[src/rtl/debounce_edge_pkg.sv]
// rtl/debounce_edge_pkg.sv - FSM state encoding and default timing constants for debounce_edge
package debounce_edge_pkg;

    typedef enum logic [1:0] {
        IDLE_LO = 2'b00,
        WAIT_HI = 2'b01,
        IDLE_HI = 2'b11,
        WAIT_LO = 2'b10
    } state_t;

    localparam int CLK_HZ      = 50_000_000;
    localparam int DEBOUNCE_MS = 1;
    localparam int DEFAULT_STABLE_CNT = (CLK_HZ / 1000) * DEBOUNCE_MS;

endpackage

[src/rtl/debounce_edge_sync_chain.sv]
// rtl/debounce_edge_sync_chain.sv - sync_chain: reset-to-0 flop chain bringing din into the clk domain
module sync_chain #(
    parameter int SYNC_STAGES = 2
) (
    input  logic clk,
    input  logic rst,
    input  logic d,
    output logic q
);

    logic [SYNC_STAGES-1:0] stages;

    always_ff @(posedge clk or negedge rst) begin
        if (!rst) begin
            stages <= '0;
        end else begin
            stages <= {stages[SYNC_STAGES-2:0], d};
        end
    end

    assign q = stages[SYNC_STAGES-1];

endmodule

[src/rtl/debounce_edge.sv]
// rtl/debounce_edge.sv - synchronise, debounce and edge-detect a raw button input
// fall strobe register exists only when DEBOUNCE_FALL_EN is defined; otherwise fall is tied to 0
module debounce_edge
    import debounce_edge_pkg::*;
#(
    parameter int SYNC_STAGES = 2,
    parameter int STABLE_CNT  = DEFAULT_STABLE_CNT,
    parameter int CNT_W       = 16
) (
    input  logic clk,
    input  logic rst,
    input  logic din,
    output logic level,
    output logic rise,
    output logic fall
);

    localparam logic [CNT_W-1:0] CNT_MAX = CNT_W'(STABLE_CNT);
    localparam logic [CNT_W-1:0] CNT_ONE = CNT_W'(1);

    logic             sync_q;
    state_t           state, state_nxt;
    logic [CNT_W-1:0] cnt, cnt_nxt;
    logic             rise_q, rise_nxt;
`ifdef DEBOUNCE_FALL_EN
    logic             fall_q, fall_nxt;
`endif

    sync_chain #(.SYNC_STAGES(SYNC_STAGES)) u_sync (
        .clk (clk),
        .rst (rst),
        .d   (din),
        .q   (sync_q)
    );

    always_ff @(posedge clk or negedge rst) begin
        if (!rst) begin
            state  <= IDLE_LO;
            cnt    <= '0;
            rise_q <= 1'b0;
        end else begin
            state  <= state_nxt;
            cnt    <= cnt_nxt;
            rise_q <= rise_nxt;
        end
    end

    // cnt counts consecutive samples opposing the committed level; commit on sample STABLE_CNT+1
    always_comb begin
        state_nxt = state;
        cnt_nxt   = cnt;
        rise_nxt  = 1'b0;
`ifdef DEBOUNCE_FALL_EN
        fall_nxt  = 1'b0;
`endif
        case (state)
            IDLE_LO: begin
                if (sync_q) begin
                    state_nxt = WAIT_HI;
                    cnt_nxt   = CNT_ONE;
                end else begin
                    cnt_nxt   = '0;
                end
            end
            WAIT_HI: begin
                if (!sync_q) begin
                    state_nxt = IDLE_LO;
                    cnt_nxt   = '0;
                end else if (cnt == CNT_MAX) begin
                    state_nxt = IDLE_HI;
                    cnt_nxt   = '0;
                    rise_nxt  = 1'b1;
                end else begin
                    cnt_nxt   = cnt + CNT_ONE;
                end
            end
            IDLE_HI: begin
                if (!sync_q) begin
                    state_nxt = WAIT_LO;
                    cnt_nxt   = CNT_ONE;
                end else begin
                    cnt_nxt   = '0;
                end
            end
            WAIT_LO: begin
                if (sync_q) begin
                    state_nxt = IDLE_HI;
                    cnt_nxt   = '0;
                end else if (cnt == CNT_MAX) begin
                    state_nxt = IDLE_LO;
                    cnt_nxt   = '0;
`ifdef DEBOUNCE_FALL_EN
                    fall_nxt  = 1'b1;
`endif
                end else begin
                    cnt_nxt   = cnt + CNT_ONE;
                end
            end
            default: begin
                state_nxt = IDLE_LO;
                cnt_nxt   = '0;
            end
        endcase
    end

`ifdef DEBOUNCE_FALL_EN
    always_ff @(posedge clk or negedge rst) begin
        if (!rst) begin
            fall_q <= 1'b0;
        end else begin
            fall_q <= fall_nxt;
        end
    end
    assign fall = fall_q;
`else
    assign fall = 1'b0;
`endif

    // high states share encoding bit 1, so level is a direct register decode
    assign level = (state == IDLE_HI) || (state == WAIT_LO);
    assign rise  = rise_q;

endmodule
[config.mk]
export PLATFORM = sky130hd
export DESIGN_NAME = debounce_edge
export DESIGN_NICKNAME = d
export VERILOG_FILES = /design/src/rtl/debounce_edge_pkg.sv /design/src/rtl/debounce_edge_sync_chain.sv /design/src/rtl/debounce_edge.sv
export SDC_FILE = /design/constraint.sdc
export NUM_CORES = 1
export LEC_CHECK = 0
export CAP_MARGIN = 20
export CORE_MARGIN = 3
export CORE_UTILIZATION = 40
export DETAILED_ROUTE_END_ITERATION = 12
export PLACE_DENSITY = 0.62
export REMOVE_ABC_BUFFERS = 1
export SYNTH_ARGS = -nofsm -noshare
export SYNTH_HDL_FRONTEND = slang
export SYNTH_SLANG_ARGS = --single-unit
[constraint.sdc]
create_clock -name clk -period 3.5 [get_ports clk]
set_input_delay 0.35 -clock clk [delete_from_list [all_inputs] [get_ports clk]]
set_output_delay 0.35 -clock clk [all_outputs]
set_load 0.02 [all_outputs]
==> tab_implementation.tex, run 1 <==
\begin{tabular}{lr}
\hline
Metric & Value \\
\hline
\multicolumn{2}{l}{\textbf{Run status}} \\
Result of the run & finished clean \\
\multicolumn{2}{l}{\textbf{Setup path}} \\
Classification of the worst setup path & reg2out \\
Kind of end point of the critical path & output pin \\
Delay of the slowest critical-path stage & 0.54 ns \\
Signal arrival time at the worst endpoint & 1.85 ns \\
R2R setup slack & 1.61 ns \\
Nature of the critical path startpoint & flip-flop \\
Chain of cells forming the critical path & inv\_1 -> ha\_1 -> or2\_2 -> clkdlybuf4s50\_1 \\
Slowest cell on the critical path & sky130\_fd\_sc\_hd\_\_clkdlybuf4s50\_1 \\
CP required & 3.15 ns \\
CP Max Fanout & 4 \\
\multicolumn{2}{l}{\textbf{Timing}} \\
Total count of hold-check failures in the final report & 0 \\
Final critical-path share of the clock period & 0.629 \\
Number of slew-limit violations in the final report & 0 \\
Normalized max-slew margin & 0.412 \\
Crit path setup slack, layout & 1.30 ns \\
Time the worst path needs with I/O delays and setup & 2.20 ns \\
Transition time at the pin with the least slew margin & 0.879 ns \\
Setup repair after global routing missed its margin & false \\
Setup violation total in the final timing report & 0 \\
Maximum operating frequency & 455 MHz \\
Layout Skew & 0.0110 ns \\
Setup Total Neg Slack & 0 ns \\
\multicolumn{2}{l}{\textbf{Drt}} \\
Top layer in use & met4 \\
Vias per Instance & 5.47 \\
Total Wirelength & 2030 um \\
Met2 WL post-DR & 975 um \\
Count of antenna-violating nets left after detailed routing & 0 \\
Average wire per cell in the routed design & 13.0 um \\
Via Count & 853 \\
DRC violations left & 0 \\
Met3 layer wire length in the routed design & 76 um \\
Wire length the detailed router placed on met1 & 966 um \\
Initial drt markers & 30 \\
First-pass iteration count of the detailed router & 4 \\
\multicolumn{2}{l}{\textbf{Die}} \\
Vertical die dimension & 59.8 um \\
Starting Density & 0.443 \\
IO Pins & 6 \\
Floorplan row count & 18 \\
Area of the die & 0.00357 mm2 \\
Width of the chip & 59.8 um \\
Floorplan core area & 0.00261 mm2 \\
\multicolumn{2}{l}{\textbf{Layout}} \\
Area Growth Syn to Fin & 7.25\% \\
Area of combinational cells with multiple inputs & 579 um2 \\
Antenna Cells & 0 \\
Post-route insts no fill & 156 \\
Net count reported at finish & 136 \\
Sequential standard cell area & 526 um2 \\
Total of fill cells in the finished design & 251 \\
Fraction of layout cells with a size suffix above 1 & 0.0873 \\
\multicolumn{2}{l}{\textbf{Synth}} \\
EDFF count, synth & 0 \\
Avg Cell Area, Syn & 9.48 um2 \\
Area share of the largest cell type after synthesis & 0.455 \\
Flip-flop cell with the highest count after synthesis & sky130\_fd\_sc\_hd\_\_dfrtp\_1 \\
Dominant cells by area after synthesis & sky130\_fd\_sc\_hd\_\_dfrtp\_1 45\%, sky130\_fd\_sc\_hd\_\_ha\_1 6.5\%, sky130\_fd\_sc\_hd\_\_nor2\_1 5.8\% \\
Proportion of synthesized flip-flops having asynchronous set or reset & 1.00 \\
Gate count of the mapped netlist & 122 \\
Top cell type by total area after synthesis & sky130\_fd\_sc\_hd\_\_dfrtp\_1 \\
Sequential fraction of the synthesis area & 0.455 \\
Warnings from Yosys & 0 \\
Number of library cell types mapped by synthesis & 36 \\
Most frequent cell after synthesis & sky130\_fd\_sc\_hd\_\_dfrtp\_1 \\
Cell area after synthesis & 0.00116 mm2 \\
Flip-flop and latch count after synthesis & 21 \\
Cell types with the highest counts after synthesis & 21 x sky130\_fd\_sc\_hd\_\_dfrtp\_1, 18 x sky130\_fd\_sc\_hd\_\_nor2\_1, 9 x sky130\_fd\_sc\_hd\_\_nand2\_1, 8 x sky130\_fd\_sc\_hd\_\_inv\_1, 7 x sky130\_fd\_sc\_hd\_\_xnor2\_1 \\
\multicolumn{2}{l}{\textbf{Place}} \\
Inst Count DP & 152 \\
Routability-driven placement congestion ratio & 0.785 \\
HPWL after DPL & 1510 um \\
Count of buffers inserted at the top-level ports & 4 \\
Placement Setup Slack & 1.62 ns \\
\multicolumn{2}{l}{\textbf{Pwr}} \\
Leakage & 0.505 nW \\
Sequential share of power & 0.460 \\
Switching power summed over all nets & 0.235 mW \\
Total chip power & 0.637 mW \\
Net switching share of the total power & 0.369 \\
Part of the total power dissipated in combinational logic & 0.359 \\
Clock Power Share & 0.182 \\
Power per cell area & 514 mW/mm2 \\
Internal Power & 0.402 mW \\
Worst vdd ir & 0.369 mV \\
\multicolumn{2}{l}{\textbf{Clock tree}} \\
Latest clock arrival within the worst-skew pair & 0.31 ns \\
TritonCTS clock tree & done \\
Clk pin slew, worst setup/hold paths & 0.10 ns \\
CTS Buf Count & 3 \\
Clock root buffer master & sky130\_fd\_sc\_hd\_\_clkbuf\_4 \\
Sink count of the clock tree & 21 \\
Largest buffer count on any clock path & 2 \\
Setup repair bufs after CTS & 0 \\
Count of H-tree levels built during CTS & 1 \\
Post-CTS Resized & 0 \\
Cts-stage hold buffer count & 0 \\
\multicolumn{2}{l}{\textbf{GRT}} \\
First-pass GRT wire length & 3630 um \\
Largest net degree at the start of global routing & 22 \\
Total overflow reported by the global router & 0 \\
Vias in the first global route & 836 \\
Total routing resource utilization after global routing & 0.133 \\
Initial antenna violation count & 0 \\
\multicolumn{2}{l}{\textbf{Run}} \\
Number of maximum-capacitance violations & 0 \\
\multicolumn{2}{l}{\textbf{Worst hold path}} \\
Hold crit path type & reg2reg \\
\hline
\end{tabular}
-- layout by cell type (no fill, tap or decap), types with 2 or more instances in the layout --
cell and n:
sky130_fd_sc_hd__or2_2 2, sky130_fd_sc_hd__nor4_1 4, sky130_fd_sc_hd__dfrtp_1 21, sky130_fd_sc_hd__nor2_1 18
sky130_fd_sc_hd__nand4_1 4, sky130_fd_sc_hd__ha_1 6, sky130_fd_sc_hd__o21ai_0 4, sky130_fd_sc_hd__nor3_1 3
sky130_fd_sc_hd__nand2_1 9, sky130_fd_sc_hd__xor2_1 4, sky130_fd_sc_hd__a21oi_1 3, sky130_fd_sc_hd__a32oi_1 2
sky130_fd_sc_hd__clkbuf_4 3, sky130_fd_sc_hd__clkdlybuf4s50_1 4, sky130_fd_sc_hd__nand3_1 6, sky130_fd_sc_hd__inv_1 8
sky130_fd_sc_hd__xnor2_1 7
-- power by group through the flow --
stage	Sequential (mW)	Clock [mW]	Combinational, mW
floorplan	0.291	0	0.171
global placement	0.296	0	0.226
detailed placement	0.298	0	0.230
CTS	0.293	0.121	0.232
global route	0.297	0.130	0.267
finish	0.293	0.116	0.229
-- metal layers --
layer,vias up,GRT usage
li1,431,-
met1,408,0.173
met2,12,0.215
met3,2,0.0389
met4,0,0.0380
met5,-,0
-- path summary, 6_finish.rpt --
| path | depth (start not counted) | to | from |
|---|---|---|---|
| setup / recovery | 4 | level | state[0]$_DFFE_PN0P_ |
| hold / removal | 0 | u_sync.stages[1]$_DFF_PN0_ | u_sync.stages[0]$_DFF_PN0_ |
| setup reg to reg | 4 | cnt[4]$_DFF_PN0_ | cnt[2]$_DFF_PN0_ |
| hold reg to reg | 0 | u_sync.stages[1]$_DFF_PN0_ | u_sync.stages[0]$_DFF_PN0_ |
| max in group asynchronous | 1 | cnt[2]$_DFF_PN0_ | rst |
| min in group asynchronous | 1 | cnt[8]$_DFF_PN0_ | rst |
-- state kept, by name, indices dropped and copies added, names as in the netlist --
name and cells:
cnt 16, rise 1, state 2, u_sync.stages 2
-- per-stage QoR --
step                cell area (um2)  hold slack (ns)  utilization
floorplan                      1130           0.0544            -
global placement               1210            0.342        0.464
detailed placement             1210            0.337        0.464
CTS                            1240            0.376        0.475
global route                   1240            0.381        0.475
finish                         1240            0.373        0.475
-- cell type report --
type / count / area share
multi-input combinational: 89 / 0.467
sequential: 21 / 0.424
timing repair buffer: 4 / 0.0323
tap: 30 / 0.0303
inverter: 8 / 0.0242
clock buffer: 3 / 0.0182
clock inverter: 1 / 0.00404
-- cells by family after synthesis --
family          count (synthesis)  share of synthesized area
simple gates                   57                      0.266
flops                          21                      0.455
compound gates                 13                     0.0747
buf+inv                        12                     0.0444
xor+xnor                       11                     0.0833
fa+ha+maj                       6                     0.0649
other cells                     1                    0.00324
mux                             1                    0.00866
-- worst max-delay path: cells and delay by family, from the launching register on --
family	cells	cell delay [ns]
flip-flops	1	0.42
adder cells (fa/ha/maj)	1	0.21
buffers and inverters	2	0.63
AND/OR/NAND/NOR	1	0.29
Power figures use the tool's default switching activity.
==> run 2, diff against run 1 <==
--- a/config.mk
+++ b/config.mk
@@ -9,7 +9,7 @@
 export CORE_MARGIN = 3
 export CORE_UTILIZATION = 40
 export DETAILED_ROUTE_END_ITERATION = 12
-export PLACE_DENSITY = 0.62
+export PLACE_DENSITY = 0.64
 export REMOVE_ABC_BUFFERS = 1
 export SYNTH_ARGS = -nofsm -noshare
 export SYNTH_HDL_FRONTEND = slang
==> constraint.sdc (replaced) <==
create_clock -name clk -period 1.9 [get_ports clk]
set_input_delay 0.19 -clock clk [delete_from_list [all_inputs] [get_ports clk]]
set_output_delay 0.19 -clock clk [all_outputs]
set_load 0.02 [all_outputs]
==> run 2 against run 1 <==
  * Global-route usage is 0.13 points higher
  * Final cell count rose by 3.8%
  * Largest power group unchanged
  * Critical path depth did not move
==> tab_implementation.tex, run 2 (synthesis results as in run 1) <==
\begin{tabular}{lr}
\hline
Metric & Value \\
\hline
\multicolumn{2}{l}{\textbf{Pwr}} \\
Worst vdd ir & 0.743 mV \\
Leakage & 0.529 nW \\
Switching power summed over all nets & 0.442 mW \\
Sequential share of power & 0.440 \\
Net switching share of the total power & 0.365 \\
Internal Power & 0.769 mW \\
Power per cell area & 937 mW/mm2 \\
Part of the total power dissipated in combinational logic & 0.379 \\
Clock Power Share & 0.181 \\
\multicolumn{2}{l}{\textbf{Timing}} \\
Crit path setup slack, layout & 0.0991 ns \\
Setup repair after global routing missed its margin & false \\
Total count of hold-check failures in the final report & 0 \\
Setup violation total in the final timing report & 0 \\
Worst Hold Slack & 0.212 ns \\
Layout Skew & 0.000960 ns \\
Number of slew-limit violations in the final report & 0 \\
Maximum operating frequency & 555 MHz \\
Setup Total Neg Slack & 0 ns \\
Time the worst path needs with I/O delays and setup & 1.80 ns \\
Final critical-path share of the clock period & 0.948 \\
\multicolumn{2}{l}{\textbf{Setup path}} \\
Crit path buffers/inverters & 0 \\
Signal arrival time at the worst endpoint & 2.04 ns \\
Chain of cells forming the critical path & nand3\_4 -> or4\_4 -> or4b\_1 -> a21oi\_1 \\
Slowest cell on the critical path & sky130\_fd\_sc\_hd\_\_or4\_4 \\
CP Max Fanout & 6 \\
Nature of the critical path startpoint & flip-flop \\
Delay-heaviest family, CP & simple AND/OR/NAND/NOR gates \\
Classification of the worst setup path & reg2reg \\
Kind of end point of the critical path & flip-flop \\
Delay of the slowest critical-path stage & 0.52 ns \\
CP required & 2.14 ns \\
\multicolumn{2}{l}{\textbf{Place}} \\
Inst Count DP & 158 \\
Routability-driven placement congestion ratio & 0.742 \\
Area after detailed placement & 0.00126 mm2 \\
HPWL after DPL & 1540 um \\
Count of buffers inserted at the top-level ports & 4 \\
Placement Setup Slack & 0.0946 ns \\
\multicolumn{2}{l}{\textbf{Layout}} \\
Fraction of layout cells with a size suffix above 1 & 0.129 \\
Most common cell after layout, fill and taps aside & sky130\_fd\_sc\_hd\_\_dfrtp\_1 \\
Antenna Cells & 0 \\
Layout Cell Area excl Fill & 0.00129 mm2 \\
Total of fill cells in the finished design & 256 \\
Net count reported at finish & 142 \\
Highest-count cells in the layout ignoring fill and taps & 20 x sky130\_fd\_sc\_hd\_\_dfrtp\_1, 18 x sky130\_fd\_sc\_hd\_\_nor2\_1, 9 x sky130\_fd\_sc\_hd\_\_nand2\_1, 8 x sky130\_fd\_sc\_hd\_\_inv\_1, 7 x sky130\_fd\_sc\_hd\_\_xnor2\_1 \\
Sequential standard cell area & 527 um2 \\
Post-route insts no fill & 162 \\
Biggest regs & cnt: 16 flops, state: 2 flops, u\_sync.stages: 2 flops \\
Largest register by flop count & cnt \\
Max reg flops & 16 \\
Area of combinational cells with multiple inputs & 587 um2 \\
Area Growth Syn to Fin & 11.8\% \\
\multicolumn{2}{l}{\textbf{Clock tree}} \\
Setup repair bufs after CTS & 0 \\
CTS Buf Count & 3 \\
TritonCTS clock tree & done \\
Clock root buffer master & sky130\_fd\_sc\_hd\_\_clkbuf\_4 \\
Clk pin slew, worst setup/hold paths & 0.11 ns \\
Latest clock arrival within the worst-skew pair & 0.31 ns \\
Cts-stage hold buffer count & 0 \\
Largest buffer count on any clock path & 2 \\
Count of H-tree levels built during CTS & 1 \\
Sink count of the clock tree & 21 \\
\multicolumn{2}{l}{\textbf{Worst hold path}} \\
Hold crit path type & in2async \\
\multicolumn{2}{l}{\textbf{Drt}} \\
Via Count & 871 \\
Initial drt markers & 22 \\
DRC violations left & 0 \\
Vias per Instance & 5.38 \\
Average wire per cell in the routed design & 12.7 um \\
First-pass iteration count of the detailed router & 4 \\
Count of antenna-violating nets left after detailed routing & 0 \\
Total Wirelength & 2070 um \\
\multicolumn{2}{l}{\textbf{Die}} \\
Starting Density & 0.443 \\
IO Pins & 6 \\
Floorplan row count & 18 \\
Vertical die dimension & 59.8 um \\
Area of the die & 0.00357 mm2 \\
Width of the chip & 59.8 um \\
Floorplan core area & 0.00261 mm2 \\
\multicolumn{2}{l}{\textbf{Run status}} \\
Result of the run & finished clean \\
\multicolumn{2}{l}{\textbf{GRT}} \\
Largest net degree at the start of global routing & 22 \\
Total routing resource utilization after global routing & 0.135 \\
Total overflow reported by the global router & 0 \\
First-pass GRT wire length & 3610 um \\
Vias in the first global route & 853 \\
Initial antenna violation count & 0 \\
\multicolumn{2}{l}{\textbf{Run}} \\
Number of maximum-capacitance violations & 0 \\
\hline
\end{tabular}
## run 2: stage by stage
step | util | power [mW]
after floorplan | - | 0.851
after global placement | 0.481 | 1.00
after detailed placement | 0.481 | 1.01
after CTS | 0.491 | 1.21
after global routing | 0.495 | 1.31
final | 0.495 | 1.21
## run 2: power by group through the flow
| stage | Sequential [mW] | Clock [mW] | Combinational, mW |
|---|---|---|---|
| floorplan | 0.536 | 0 | 0.315 |
| global placement | 0.544 | 0 | 0.460 |
| detailed placement | 0.544 | 0 | 0.461 |
| CTS | 0.535 | 0.225 | 0.455 |
| global route | 0.543 | 0.245 | 0.523 |
| finish | 0.533 | 0.219 | 0.459 |
## run 2: cell type report
| type | instances | share of cell area |
|---|---|---|
| clock buffers | 4 | 0.0203 |
| inverters | 8 | 0.0232 |
| multi-input cells | 89 | 0.454 |
| flip-flops and latches | 21 | 0.408 |
| well taps | 30 | 0.0290 |
| repair buffers | 10 | 0.0658 |
## run 2: final timing paths
kind,cells past startpoint,endpoint,from,slack (ns)
min in group clk,1,u_sync.stages[0]$_DFF_PN0_,din,0.30
max in group asynchronous,2,cnt[5]$_DFF_PN0_,rst,1.46
worst min-delay path,2,cnt[13]$_DFF_PN0_,rst,0.21
worst min register to register,0,u_sync.stages[1]$_DFF_PN0_,u_sync.stages[0]$_DFF_PN0_,0.36
worst max-delay path,4,cnt[14]$_DFF_PN0_,cnt[6]$_DFF_PN0_,0.1
worst max register to register,4,cnt[14]$_DFF_PN0_,cnt[6]$_DFF_PN0_,0.1
## run 2: timing repair
| action | 4_1_cts | 5_1_grt |
|---|---|---|
| resized for setup | 1 | 3 |
| setup endpoints to repair | 1 | 3 |
| pin swaps | 0 | 0 |
| endpoints found under the hold margin | 0 | 0 |
## run 2: per-layer routing
layer	GRT usage	wire length [um]	vias to the layer above
met5	0	0	-
met4	0.0665	46	0
met3	0.0259	55	5
met2	0.218	936	15
met1	0.171	1030	411
li1	-	-	440
